`src/rtl/dpo_fsm.sv`:
```
// rtl/dpo_fsm.sv - Data-port-output FSM: drains the DPO FIFO into the FX3 GPIF-II slave FIFO.
module dpo_fsm #(
  parameter int MAX_WRD_PER_TRANS = 8,
  parameter int FLAG_LAT          = 3
) (
  input  logic        clk_i,
  input  logic        rst_i,
  input  logic        strt_i,
  output logic        done_o,
  input  logic        FLAG_i,
  output logic        SLWRn_o,
  output logic        PKTENDn_o,
  input  logic        pkt_end_en_i,
  input  logic [31:0] dpo_dt_i,
  input  logic        dpo_empty_i,
  output logic        dpo_rd_o,
  output logic [31:0] dpo_dt_o,
  output logic        dpo_dt_oe_o
);

  localparam logic [7:0] MAX_W    = 8'(MAX_WRD_PER_TRANS);
  localparam logic [3:0] LAT_LAST = 4'(FLAG_LAT - 1);

  typedef enum logic [3:0] {
    IDLE        = 4'd0,
    FIFO_RD_REQ = 4'd1,
    FIFO_DT_WT  = 4'd2,
    LTCH_DT     = 4'd3,
    FX3_WR      = 4'd4,
    FX3_WT_FLG  = 4'd5,
    CHK_FLG     = 4'd6,
    PKT_END     = 4'd7,
    DONE        = 4'd8
  } state_t;

  state_t      state_q, state_d;
  logic [7:0]  wrd_cnt_q;
  logic [3:0]  wt_cnt_q;
  logic [31:0] dt_q;
  logic        ltch_en, cnt_clr, cnt_inc;

  always_ff @(posedge clk_i) begin
    if (rst_i) begin
      state_q   <= IDLE;
      wrd_cnt_q <= 8'd0;
      wt_cnt_q  <= 4'd0;
      dt_q      <= 32'd0;
    end else begin
      state_q <= state_d;
      if (cnt_clr)
        wrd_cnt_q <= 8'd0;
      else if (cnt_inc && wrd_cnt_q != 8'hFF)
        wrd_cnt_q <= wrd_cnt_q + 8'd1;
      // Flag-latency counter only runs while waiting, so it restarts at 0 for every word.
      if (state_q == FX3_WT_FLG)
        wt_cnt_q <= wt_cnt_q + 4'd1;
      else
        wt_cnt_q <= 4'd0;
      if (ltch_en)
        dt_q <= dpo_dt_i;
    end
  end

  always_comb begin
    state_d     = state_q;
    SLWRn_o     = 1'b1;
    PKTENDn_o   = 1'b1;
    dpo_rd_o    = 1'b0;
    dpo_dt_oe_o = 1'b0;
    done_o      = 1'b0;
    ltch_en     = 1'b0;
    cnt_clr     = 1'b0;
    cnt_inc     = 1'b0;
    case (state_q)
      IDLE: begin
        cnt_clr = 1'b1;
        if (strt_i && !FLAG_i && !dpo_empty_i)
          state_d = FIFO_RD_REQ;
        else if (strt_i)
          state_d = DONE;
      end
      FIFO_RD_REQ: begin
        dpo_rd_o = 1'b1;
        state_d  = FIFO_DT_WT;
      end
      FIFO_DT_WT: state_d = LTCH_DT;
      LTCH_DT: begin
        ltch_en     = 1'b1;
        dpo_dt_oe_o = 1'b1;
        state_d     = FX3_WR;
      end
      FX3_WR: begin
        SLWRn_o     = 1'b0;
        dpo_dt_oe_o = 1'b1;
        cnt_inc     = 1'b1;
        state_d     = FX3_WT_FLG;
      end
      FX3_WT_FLG: begin
        dpo_dt_oe_o = 1'b1;
        if (wt_cnt_q == LAT_LAST)
          state_d = CHK_FLG;
      end
      CHK_FLG: begin
        if (wrd_cnt_q >= MAX_W)
          state_d = DONE;
        else if (FLAG_i)
          state_d = DONE;
        else if (dpo_empty_i)
          state_d = pkt_end_en_i ? PKT_END : DONE;
        else
          state_d = FIFO_RD_REQ;
      end
      PKT_END: begin
        PKTENDn_o = 1'b0;
        state_d   = DONE;
      end
      DONE: begin
        done_o  = 1'b1;
        state_d = IDLE;
      end
      default: state_d = IDLE;
    endcase
  end

  assign dpo_dt_o = dt_q;

endmodule

```
`config.mk`:
```
export PLATFORM = sky130hd
export DESIGN_NAME = dpo_fsm
export DESIGN_NICKNAME = d
export VERILOG_FILES = /design/src/rtl/dpo_fsm.sv
export SDC_FILE = /design/constraint.sdc
export NUM_CORES = 1
export LEC_CHECK = 0
export CORE_MARGIN = 2
export CORE_UTILIZATION = 43
export CTS_CLUSTER_SIZE = 24
export DETAILED_ROUTE_END_ITERATION = 8
export PLACE_DENSITY = 0.78
export SLEW_MARGIN = 20
export SYNTH_ARGS = -nofsm -noshare
export SYNTH_HDL_FRONTEND = slang
export SYNTH_SLANG_ARGS = --single-unit
```
`constraint.sdc`:
```
create_clock -name clk_i -period 1.96 [get_ports clk_i]
set_input_delay 0.392 -clock clk_i [delete_from_list [all_inputs] [get_ports clk_i]]
set_output_delay 0.392 -clock clk_i [all_outputs]
set_load 0.02 [all_outputs]
```
==> flow_summary_export.csv <==
group,metric,value,unit
worst_hold_path,hold_class,"reg -> reg",
global_route,grt_pass1_vias,1767,
clock_tree,cts.sinks,48,
timing,finalHoldViolCount,0,
drt,wl,4660,um
pwr,pwr-share-clk,42.1,%
drt,via_per_inst,5.04,
setup_path,r2r_cells,6,
setup_path,start_kind,"register",
clock_tree,htreeDepth,2,
timing,fmax,540,MHz
timing,worstMarginPinSlew,350,ps
floorplanning,rows,24,
clock_tree,numCtsBuffers,5,
final_layout,syn_to_final_growth,48.5,%
pwr,powerDensity,652,mW/mm2
floorplanning,core-area,0.00441,mm2
drt,vias,1896,
logic_synthesis,synthDistinctLibCells,35,
setup_path,arrival,1460,ps
logic_synthesis,async_flop_share,0,%
logic_synthesis,synth.yosys.seq_area_share,48.3,%
setup_path,worst_ep_required_time,1570,ps
global_route,grt_max_degree,33,
final_layout,fin_nets,366,
drt,dr.pass1.iters,4,
setup_path,worstSetupEndpointType,"primary output",
floorplanning,dieWidth,72.0,um
timing,fin_tns_setup,0,ps
global_route,grt_pass1_wl,7710,um
logic_synthesis,synth_edf_count,0,
logic_synthesis,syn_avg_cell_area,8.15,um2
placement,place_inst,369,
clock_tree,cts_resized,5,
final_layout,final_cells,376,
global_route,track_usage,18.4,%
pwr,seqPwrFrac,50.9,%
floorplanning,fp.dieArea,0.00518,mm2
logic_synthesis,yosysWarnings,0,
timing,period_minus_slack,1850,ps
final_layout,drive_above_1_share,7.72,%
drt,wl_per_cell,12.4,um
pwr,switching_share,18.7,%
logic_synthesis,syn_inst,244,
worst_hold_path,hp-start,"dpo_dt_o[0]$_SDFFE_PP0P_",
drt,drc,0,
logic_synthesis,syn-num-nets,286,
final_layout,diodes,0,
global_route,overflow,0,
final_layout,mostFrequentLayoutCell,"clkdlybuf4s50_1",
logic_synthesis,syn_area,0.00199,mm2
setup_path,crit_fanout,7,
timing,slew_headroom,76.4,%
global_route,antenna_found_initial,0,
placement,dp_hpwl,3480,um
timing,final_max_slew_viol_count,0,
timing,finalSetupViolCount,0,
logic_synthesis,ys_ff_latch,48,
clock_tree,cts_hold_buf,0,
clock_tree,cts_tree,"yes",
floorplanning,die_h,72.0,um
worst_hold_path,hold_end,"dpo_dt_o[0]$_SDFFE_PP0P_",
floorplanning,ios,75,
pwr,intPower,1.56,mW
worst_hold_path,whs_path_depth,2,
timing,fin_crit_sh,94.5,%
run,cap_violations,0,
setup_path,critical_path_class,"reg -> out",
floorplanning,start_util,45.0,%
timing,rsz0062_at_grt,"no",
clock_tree,clockBufferDepth,2,
placement,routabilityCongestion,0.805,
setup_path,r2r_slack,370,ps
outcome,status,"finished, final reports clean",
clock_tree,clkLatencyLatePin,300,ps
clock_tree,postCtsSetupRepairBufs,0,
pwr,p_leak,1.05,nW
pwr,power.switching,0.360,mW
clock_tree,root_buffer,"clkbuf_8",
setup_path,reg2reg_from,"state_q[0]$_SDFFE_PP0P_",
drt,first_iter_violations,79,
pwr,vdd_drop_max,0.511,mV
timing,finClkSkew,6.06,ps
clock_tree,clk_pin_slew,80,ps
setup_path,r2r_end,"wrd_cnt_q[7]$_SDFFE_PP0P_",
placement,port_buffers,74,
drt,final_antenna_net_count,0,
logic_synthesis,synth_flop_cell,"dfxtp_1",
pwr,comb_power_share,7.0,%
final_layout,final_cell_mix,"clkdlybuf4s50_1, nand2_1, dfxtp_1, a21oi_1, nor2_1",
[cells by family (layout without fill, tap and decap cells)]
| kind of cell | after synthesis | after routing | share of synthesized area [%] |
|---|---|---|---|
| xor gates and xnor gates | 6 | 6 | 2.64 |
| DFF | 48 | 48 | 48.3 |
| and+or+nand+nor | 112 | 112 | 25.8 |
| adders and majority gates | 4 | 4 | 2.52 |
| buffers and inverters | 21 | 101 | 4.66 |
| AOI/OAI and AO/OA | 51 | 51 | 15.0 |
| muxes | 2 | 2 | 1.01 |
[power groups by stage]
stage          Combinational (mW)  Clock (mW)  Sequential (mW)
2_1_floorplan              0.0414           0             1.00
3_3_place_gp                0.137           0             1.00
3_5_place_dp                0.136           0             1.00
4_1_cts                     0.135       0.840            0.980
5_1_grt                     0.144       0.875            0.981
6_report                    0.134       0.810            0.980
[area by class of cell]
type | count | area [um2]
Clock buffer | 5 | 68.8
Clock inverter | 2 | 60.1
Fill cell | 384 | 1460
Inverter | 8 | 30.0
Multi-Input combinational cell | 175 | 941
Sequential cell | 48 | 963
Tap cell | 52 | 65.1
Timing Repair Buffer | 86 | 825
[per-stage QoR]
stage                     total power [mW]  instance area (um2)  setup slack [ps]  hold slack, ps  util (%)
after floorplan                       1.04                 1990               393             430         -
after global placement                1.14                 2830               136             441      64.1
after detailed placement              1.14                 2830               108             446      64.1
after CTS                             1.96                 2950              55.4             458      66.8
after global routing                  2.00                 2950              11.8             476      66.9
final                                 1.92                 2950               109             453      66.9
[worst max path at each step]
stage                                  startpoint        to  slack (ps)  cells past startpoint
after global placement    state_q[0]$_SDFFE_PP0P_  dpo_rd_o         140                      3
after global routing      state_q[2]$_SDFFE_PP0P_   SLWRn_o          10                      4
final                     state_q[0]$_SDFFE_PP0P_   SLWRn_o         110                      4
after floorplan           state_q[0]$_SDFFE_PP0P_  dpo_rd_o         390                      2
after CTS                 state_q[1]$_SDFFE_PP0P_   SLWRn_o          60                      4
after detailed placement  state_q[0]$_SDFFE_PP0P_  dpo_rd_o         110                      3
[flip-flops by register name, indices dropped and copies added, names as in the netlist]
name and count:
dpo_dt_o 32, wrd_cnt_q 8, state_q 4, wt_cnt_q 4
[synth_stat cells, drive strengths merged, types with 2 or more instances]
cell    count  area, um2
nor2       15       56.3
or3         3       18.8
nor3        4       25.0
nand4       3       18.8
ha          4       50.1
nor4        2       12.5
buf         6       36.3
nand3       5       25.0
clkbuf      7       26.3
nand2b      4       25.0
xnor2       2       17.5
dfxtp      48        961
and3        4       25.0
a211oi      2       15.0
xor2        4       35.0
nand2      66        248
o211ai      3       36.3
a21oi      37        185
o21ai       4       20.0
mux2i       2       20.0
inv         8       30.0
[critical path, stage by stage (launching register included)]
cell	delay, ps
dfxtp_2	360
buf_4	150
nor4b_4	290
inv_1	60
dlygate4sd2_1	320
[routing by layer]
layer | routed length (um) | up-vias | global-route usage [%]
met5 | 0 | - | 0
met4 | 57 | 0 | 7.13
met3 | 317 | 5 | 4.86
met2 | 2230 | 57 | 32.0
met1 | 2060 | 862 | 21.8
li1 | - | 972 | -
Note: power is estimated with default switching activity, not from simulation.
